**src/rtl/sc_microsequencer.sv**
```systemverilog
// Microprogrammed sequencer: fetches 41-bit microwords, drives datapath controls.
// Optional memory-wait timeout/trap enabled by SC_MICROSEQ_MEMTIMEOUT_EN.
module sc_microsequencer #(
  parameter int DATAWIDTH_BUS = 32,
  parameter int DATAWIDTH_MICROWORD = 41,
  parameter int DATAWIDTH_CSAR = 11,
  parameter logic [5:0] NOWRITE_CODE = 6'b111111
`ifdef SC_MICROSEQ_MEMTIMEOUT_EN
  ,
  parameter int TIMEOUT_CYCLES = 255,
  parameter logic [DATAWIDTH_CSAR-1:0] TRAP_ADDR = 11'h7FF
`endif
) (
  input  logic                           SC_MICROSEQ_CLOCK_50,
  input  logic                           SC_MICROSEQ_RESET_InLow,
  input  logic [DATAWIDTH_BUS-1:0]       SC_MICROSEQ_IR_InBUS,
  input  logic [3:0]                     SC_MICROSEQ_flags_InLow,
  input  logic [DATAWIDTH_MICROWORD-1:0] SC_MICROSEQ_ROMdata_InBUS,
  input  logic                           SC_MICROSEQ_MEMready_InHigh,
  output logic [DATAWIDTH_CSAR-1:0]      SC_MICROSEQ_ROMaddr_OutBUS,
  output logic [5:0]                     SC_MICROSEQ_BUS_CONTROL_A,
  output logic [5:0]                     SC_MICROSEQ_BUS_CONTROL_B,
  output logic [5:0]                     SC_MICROSEQ_BUS_CONTROL_C,
  output logic                           SC_MICROSEQ_BUS_SELECTOR_A,
  output logic                           SC_MICROSEQ_BUS_SELECTOR_B,
  output logic                           SC_MICROSEQ_BUS_SELECTOR_C,
  output logic [3:0]                     SC_MICROSEQ_aluselection_OutBUS,
  output logic                           SC_MICROSEQ_MEMrd_OutHigh,
  output logic                           SC_MICROSEQ_MEMwr_OutHigh,
  output logic                           SC_MICROSEQ_CWRITE_OutLow,
  output logic [3:0]                     SC_MICROSEQ_PSR_OutBUS,
  output logic                           SC_MICROSEQ_error_OutHigh
);

  typedef enum logic [1:0] {
    FETCH,
    EXEC,
    MEMWAIT
  } state_t;

  logic clk;
  logic rstN;
  assign clk  = SC_MICROSEQ_CLOCK_50;
  assign rstN = SC_MICROSEQ_RESET_InLow;

  state_t state;
  state_t stateNext;

  logic [DATAWIDTH_MICROWORD-1:0] mir;
  logic [DATAWIDTH_CSAR-1:0] csar;
  logic [DATAWIDTH_CSAR-1:0] csarNext;
  logic [DATAWIDTH_CSAR-1:0] csarInc;
  logic [DATAWIDTH_CSAR-1:0] branchAddr;
  logic [3:0] psr;
  logic [3:0] psrNext;

  logic [5:0] fieldA;
  logic       fieldAmux;
  logic [5:0] fieldB;
  logic       fieldBmux;
  logic [5:0] fieldC;
  logic       fieldCmux;
  logic       fieldRd;
  logic       fieldWr;
  logic [3:0] fieldAlu;
  logic [2:0] fieldCond;
  logic [10:0] fieldJaddr;

  assign fieldA     = mir[40:35];
  assign fieldAmux  = mir[34];
  assign fieldB     = mir[33:28];
  assign fieldBmux  = mir[27];
  assign fieldC     = mir[26:21];
  assign fieldCmux  = mir[20];
  assign fieldRd    = mir[19];
  assign fieldWr    = mir[18];
  assign fieldAlu   = mir[17:14];
  assign fieldCond  = mir[13:11];
  assign fieldJaddr = mir[10:0];

  logic memOp;
  logic active;
  logic lastCycle;
  logic abort;
  logic takeJump;

  assign memOp   = fieldRd | fieldWr;
  assign active  = (state != FETCH);
  assign csarInc = csar + 1'b1;

  logic unusedIr;
  assign unusedIr = ^{SC_MICROSEQ_IR_InBUS[29:25],
                      SC_MICROSEQ_IR_InBUS[18:14],
                      SC_MICROSEQ_IR_InBUS[12:0]};

`ifdef SC_MICROSEQ_MEMTIMEOUT_EN
  logic [7:0] tmoCnt;
  logic       errReg;
  logic       tmoHit;
  assign tmoHit = (tmoCnt == 8'(TIMEOUT_CYCLES - 1));
`endif

  always_comb begin
    takeJump = 1'b0;
    unique case (fieldCond)
      3'd1: takeJump = psr[3];
      3'd2: takeJump = psr[2];
      3'd3: takeJump = psr[1];
      3'd4: takeJump = psr[0];
      3'd5: takeJump = SC_MICROSEQ_IR_InBUS[13];
      3'd6: takeJump = 1'b1;
      default: takeJump = 1'b0;
    endcase
    if (fieldCond == 3'd7) begin
      branchAddr = {1'b1, SC_MICROSEQ_IR_InBUS[31:30],
                    SC_MICROSEQ_IR_InBUS[24:19], 2'b00};
    end else if (takeJump) begin
      branchAddr = fieldJaddr;
    end else begin
      branchAddr = csarInc;
    end
  end

  always_comb begin
    stateNext = state;
    lastCycle = 1'b0;
    abort     = 1'b0;
    unique case (state)
      FETCH: stateNext = EXEC;
      EXEC: begin
        if (memOp) begin
          stateNext = MEMWAIT;
        end else begin
          stateNext = FETCH;
          lastCycle = 1'b1;
        end
      end
      MEMWAIT: begin
        if (SC_MICROSEQ_MEMready_InHigh) begin
          stateNext = FETCH;
          lastCycle = 1'b1;
        end
`ifdef SC_MICROSEQ_MEMTIMEOUT_EN
        else if (tmoHit) begin
          stateNext = FETCH;
          abort     = 1'b1;
        end
`endif
      end
      default: stateNext = FETCH;
    endcase
  end

  // Branch decision sees the PSR from before this cycle's flag update.
  always_comb begin
    csarNext = csar;
    psrNext  = psr;
    if (lastCycle) begin
      csarNext = branchAddr;
      if (fieldAlu[3:2] == 2'b00) begin
        psrNext = ~SC_MICROSEQ_flags_InLow;
      end
    end
`ifdef SC_MICROSEQ_MEMTIMEOUT_EN
    if (abort) begin
      csarNext = TRAP_ADDR;
    end
`endif
  end

  always_ff @(posedge clk or negedge rstN) begin
    if (!rstN) begin
      state <= FETCH;
      mir   <= '0;
      csar  <= '0;
      psr   <= '0;
    end else begin
      state <= stateNext;
      csar  <= csarNext;
      psr   <= psrNext;
      if (state == FETCH) begin
        mir <= SC_MICROSEQ_ROMdata_InBUS;
      end
    end
  end

`ifdef SC_MICROSEQ_MEMTIMEOUT_EN
  always_ff @(posedge clk or negedge rstN) begin
    if (!rstN) begin
      tmoCnt <= '0;
      errReg <= 1'b0;
    end else begin
      if (state == EXEC) begin
        tmoCnt <= '0;
      end else if (state == MEMWAIT) begin
        tmoCnt <= tmoCnt + 8'd1;
      end
      if (abort) begin
        errReg <= 1'b1;
      end
    end
  end
  assign SC_MICROSEQ_error_OutHigh = errReg;
`else
  logic unusedAbort;
  assign unusedAbort = abort;
  assign SC_MICROSEQ_error_OutHigh = 1'b0;
`endif

  assign SC_MICROSEQ_ROMaddr_OutBUS = csar;
  assign SC_MICROSEQ_BUS_CONTROL_A  = active ? fieldA : 6'd0;
  assign SC_MICROSEQ_BUS_CONTROL_B  = active ? fieldB : 6'd0;
  assign SC_MICROSEQ_BUS_CONTROL_C  = active ? fieldC : NOWRITE_CODE;
  assign SC_MICROSEQ_BUS_SELECTOR_A = active & fieldAmux;
  assign SC_MICROSEQ_BUS_SELECTOR_B = active & fieldBmux;
  assign SC_MICROSEQ_BUS_SELECTOR_C = active & fieldCmux;
  assign SC_MICROSEQ_aluselection_OutBUS = active ? fieldAlu : 4'd0;
  assign SC_MICROSEQ_MEMrd_OutHigh  = active & fieldRd;
  assign SC_MICROSEQ_MEMwr_OutHigh  = active & fieldWr & ~fieldRd;
  assign SC_MICROSEQ_CWRITE_OutLow  = ~lastCycle;
  assign SC_MICROSEQ_PSR_OutBUS     = psr;

endmodule

```
**config.mk**
```make
export PLATFORM = sky130hd
export DESIGN_NAME = sc_microsequencer
export DESIGN_NICKNAME = d
export VERILOG_FILES = /design/src/rtl/sc_microsequencer.sv
export SDC_FILE = /design/constraint.sdc
export NUM_CORES = 1
export LEC_CHECK = 0
export ABC_AREA = 1
export BUFFER_PORTS_ARGS = -buffer_cell sky130_fd_sc_hd__buf_2
export CAP_MARGIN = 10
export CORE_AREA = 2 2 84 86
export CTS_BUF_LIST = sky130_fd_sc_hd__clkbuf_8
export DETAILED_ROUTE_END_ITERATION = 6
export DIE_AREA = 0 0 86 88
export HOLD_SLACK_MARGIN = 0.08
export PLACE_DENSITY = 0.77
export SYNTH_ARGS = -nofsm -noshare
export SYNTH_HDL_FRONTEND = slang
export SYNTH_SLANG_ARGS = --single-unit
export TNS_END_PERCENT = 20
```
**constraint.sdc**
```tcl
create_clock -name SC_MICROSEQ_CLOCK_50 -period 1.5 [get_ports SC_MICROSEQ_CLOCK_50]
set_input_delay 0.225 -clock SC_MICROSEQ_CLOCK_50 [delete_from_list [all_inputs] [get_ports SC_MICROSEQ_CLOCK_50]]
set_output_delay 0.225 -clock SC_MICROSEQ_CLOCK_50 [all_outputs]
set_load 0.01 [all_outputs]
```
==> reports/results.tsv <==
stage	metric	value	unit
run	MaxCap Viol Count	0	
final_layout	filler cell count	579	
final_layout	antenna cell count	0	
sta	RSZ-0062 raised after global routing	true	
pwr	Leakage	2.21	nW
yosys	Post-Syn Area per Cell	7.77	um^2
clocking	Max Root-Sink Buffers	2	
clocking	CTS tree	built	
placement	Detail Placement HPWL	4570	um
final_layout	share of layout cells above drive strength 1	34.3	%
global_route	GRT Overall Usage	19.2	%
sta	total negative slack	-4.00	ns
die	core area	6640	um^2
global_route	busiest layer in global routing	met2	
yosys	Most used DFF post-synth	dfrtp_1	
placement	GPL Wtd Cong	0.817	
die	Ports	124	
clocking	CTS root buffer	clkbuf_8	
placement	input/output buffers	99	
die	die width	86	um
pwr	Net Sw Frac	40.3	%
pwr	Tot Pwr	8.68	mW
clocking	htree depth	3	
pwr	cell internal pwr	5.19	mW
route	DRC	0	
run_status	status	complete, but fails checks	
sta	fin crit share	112	%
final_layout	register area	1450	um^2
sta	Final min period	1.68	ns
yosys	Syn. warnings	0	
yosys	Yosys reg bits	58	
die	Initial Utilization	43.5	%
route	Routed WL	6790	um
die	die height	88	um
yosys	register area share after synthesis	50.2	%
yosys	Post-Syn Area	2890	um^2
pwr	Clk pwr share	13.6	%
die	# rows	30	
pwr	combinational power share	55.4	%
yosys	Synth cell types	28	
final_layout	area grow syn2layout	39.4	%
route	via count	2693	
route	vias per inst	4.68	
route	Routed Antenna Nets	0	
die	Die ar.	7570	um^2
clocking	CTS buffer count	9	
global_route	GRT met1 Usage	23.0	%
sta	clock skew	0.00471	ns
sta	f_max	0.596	GHz
route	First DRT Iteration DRCs	78	
yosys	fraction of registers with async set/reset	100	%
sta	Final WS setup	-0.178	ns
sta	Final setup viols	32	
worst_hold_path	Worst Hold Class	primary input to flop	
global_route	initial antenna violation count	0	
yosys	number of flops mapped to enable cells by yosys	0	
setup_path	Worst Setup End Kind	primary output	
clocking	Sink Count	58	
global_route	largest net degree at the start of global routing	59	
setup_path	Max FO, Critical Path	13	
pwr	Power per Cell Area	2150	nW/um^2
setup_path	critical path data required time	1.27	ns
clocking	Reg clk slew, reported paths	0.06	ns
pwr	peak supply drop	1.15	mV
clocking	Worst-Skew Late Latency	0.31	ns
final_layout	Multi-input gate area	1310	um^2
setup_path	CP arrival	1.45	ns
global_route	met3 usage	5.66	%
yosys	Syn Inst Count	372	
global_route	M2 GR Usage	33.5	%
sta	final slew viol count	0	
global_route	vias in the first global route	2667	
setup_path	CP Launch Type	flop	
run_status	failing checks	negative setup slack	
pwr	sequential fraction of design power	31.0	%
final_layout	nets	578	
setup_path	WS Path Type	flop to primary output	
route	Pre-antenna DRT Iters	4	
global_route	global route overflow	0	
sta	Final Hold Vio Count	0	
global_route	first-pass GRT wire length	11500	um
yosys	Post-Syn Nets	456	
route	Routed wire per std cell	11.8	um
pwr	P_sw	3.50	mW
cell usage after synthesis (2+ instances only):
cell | count | area (um^2)
inv_2 | 3 | 11.3
clkbuf_1 | 5 | 18.8
buf_6 | 3 | 33.8
xor2_1 | 7 | 61.3
dfrtp_1 | 58 | 1450
or2_2 | 6 | 37.5
nor2_1 | 46 | 173
o21ai_0 | 32 | 160
buf_2 | 6 | 30.0
nand3_1 | 16 | 80.1
nand2_2 | 2 | 12.5
ha_1 | 4 | 50.1
o211ai_1 | 2 | 15.0
nand2_1 | 129 | 484
inv_1 | 35 | 131
o21a_1 | 6 | 45.0
critical path: stages (launching register included):
cell	delay, ns
dfrtp_1	0.35
inv_2	0.08
ha_4	0.18
buf_12	0.15
clkbuf_16	0.16
nor2_2	0.09
buf_2	0.13
cells by family after synthesis:
logic type | after synthesis | share of synthesized area, %
flops | 58 | 50.2
fa+ha+maj | 4 | 1.73
other cells | 1 | 0.130
buf+inv | 53 | 8.05
compound gates | 43 | 8.39
xor+xnor | 7 | 2.12
simple gates | 206 | 29.4
what timing repair did:
item / CTS / global route
gates cloned: 2 / 1
endpoints found under the hold margin: 60 / 1
pin swaps: 9 / 6
gates resized for setup: 21 / 22
setup buffers: 4 / 5
hold buffers: 3 / 1
endpoints found under the setup margin: 30 / 47
flip-flops by register name, indices dropped and copies added, names as in the netlist:
signal / flops
mir: 41
SC_MICROSEQ_ROMaddr_OutBUS: 11
SC_MICROSEQ_PSR_OutBUS: 4
state: 2
layer usage:
layer  share of wire (%)  vias to the layer above
li1                    -                     1376
met1                  45                     1233
met3                 5.4                        4
met4                0.65                        0
met5                   0                        -
met2                  49                       80
metrics by stage:
stage          setup slack, ns  util [%]  instances  hold slack [ns]  instance area, um^2
2_1_floorplan           0.0596         -        372          -0.0706                 2890
3_3_place_gp            0.0617      53.2        547            0.252                 3530
3_5_place_dp            0.0112      53.2        547            0.254                 3530
4_1_cts                 -0.179      58.6        569           0.0805                 3890
5_1_grt                 -0.240      60.7        576           0.0949                 4030
6_report                -0.178      60.7        576           0.0963                 4030
power by group through the flow:
| stage | Sequential [mW] | Clock, mW | Combinational (mW) |
|---|---|---|---|
| detailed placement | 2.70 | 0 | 3.85 |
| finish | 2.69 | 1.18 | 4.81 |
| global route | 2.79 | 1.29 | 5.40 |
| CTS | 2.69 | 1.23 | 4.50 |
| global placement | 2.68 | 0 | 3.73 |
| floorplan | 2.70 | 0 | 2.53 |
layout by cell type, fill, tap and decap left out:
| cell | Yosys | routed |
|---|---|---|
| nand2_1 | 129 | 128 |
| buf_2 | 6 | 93 |
| dfrtp_1 | 58 | 58 |
| inv_1 | 35 | 34 |
| nor2_1 | 46 | 32 |
| o21ai_0 | 32 | 30 |
| nand3_1 | 16 | 16 |
| nor2_2 | 0 | 14 |
| buf_4 | 1 | 14 |
| clkbuf_8 | 0 | 11 |
| xor2_1 | 7 | 7 |
| buf_6 | 3 | 7 |
| or2_4 | 0 | 6 |
| o21a_1 | 6 | 6 |
| inv_2 | 3 | 5 |
| dlygate4sd3_1 | 0 | 4 |
| buf_12 | 0 | 4 |
| o21ai_1 | 1 | 3 |
| nand2_2 | 2 | 2 |
| o211ai_1 | 2 | 2 |
| ha_1 | 4 | 2 |
| ha_4 | 0 | 2 |
| inv_4 | 0 | 1 |
| or2_1 | 1 | 1 |
| o21ai_2 | 1 | 1 |
| nand2_4 | 0 | 1 |
| nor2_4 | 1 | 1 |
| nor3_2 | 1 | 1 |
| nand3_4 | 0 | 1 |
| nand4_4 | 0 | 1 |
| nor3_1 | 1 | 1 |
| nand3b_1 | 1 | 1 |
| a21oi_2 | 1 | 1 |
| conb_1 | 1 | 1 |
| buf_16 | 0 | 1 |
| bufbuf_16 | 0 | 1 |
| clkbuf_16 | 0 | 1 |
| buf_8 | 0 | 1 |
worst paths after layout:
check	startpoint	endpoint	slack [ns]	cells after the start
max in group asynchronous	SC_MICROSEQ_RESET_InLow	mir[22]$_DFFE_PN0P_	0.78	3
hold / removal	SC_MICROSEQ_flags_InLow[0]	SC_MICROSEQ_PSR_OutBUS[0]$_DFFE_PN0P_	0.1	2
setup / recovery	state[1]$_DFFE_PN0P_	SC_MICROSEQ_aluselection_OutBUS[1]	-0.18	6
setup reg to reg	state[0]$_DFFE_PN0P_	SC_MICROSEQ_ROMaddr_OutBUS[8]$_DFFE_PN0P_	-0.01	11
min in group asynchronous	SC_MICROSEQ_RESET_InLow	SC_MICROSEQ_PSR_OutBUS[1]$_DFFE_PN0P_	0.44	3
hold reg to reg	mir[5]$_DFFE_PN0P_	mir[5]$_DFFE_PN0P_	0.47	2
cell type report:
class | instances | area share (%)
well taps | 80 | 2.48
flip-flops and latches | 58 | 36.0
clock inverters | 2 | 0.186
clock buffers | 11 | 3.76
repair buffers | 126 | 21.6
multi-input cells | 261 | 32.4
inverters | 38 | 3.60
(Power assumes the default switching activity.)
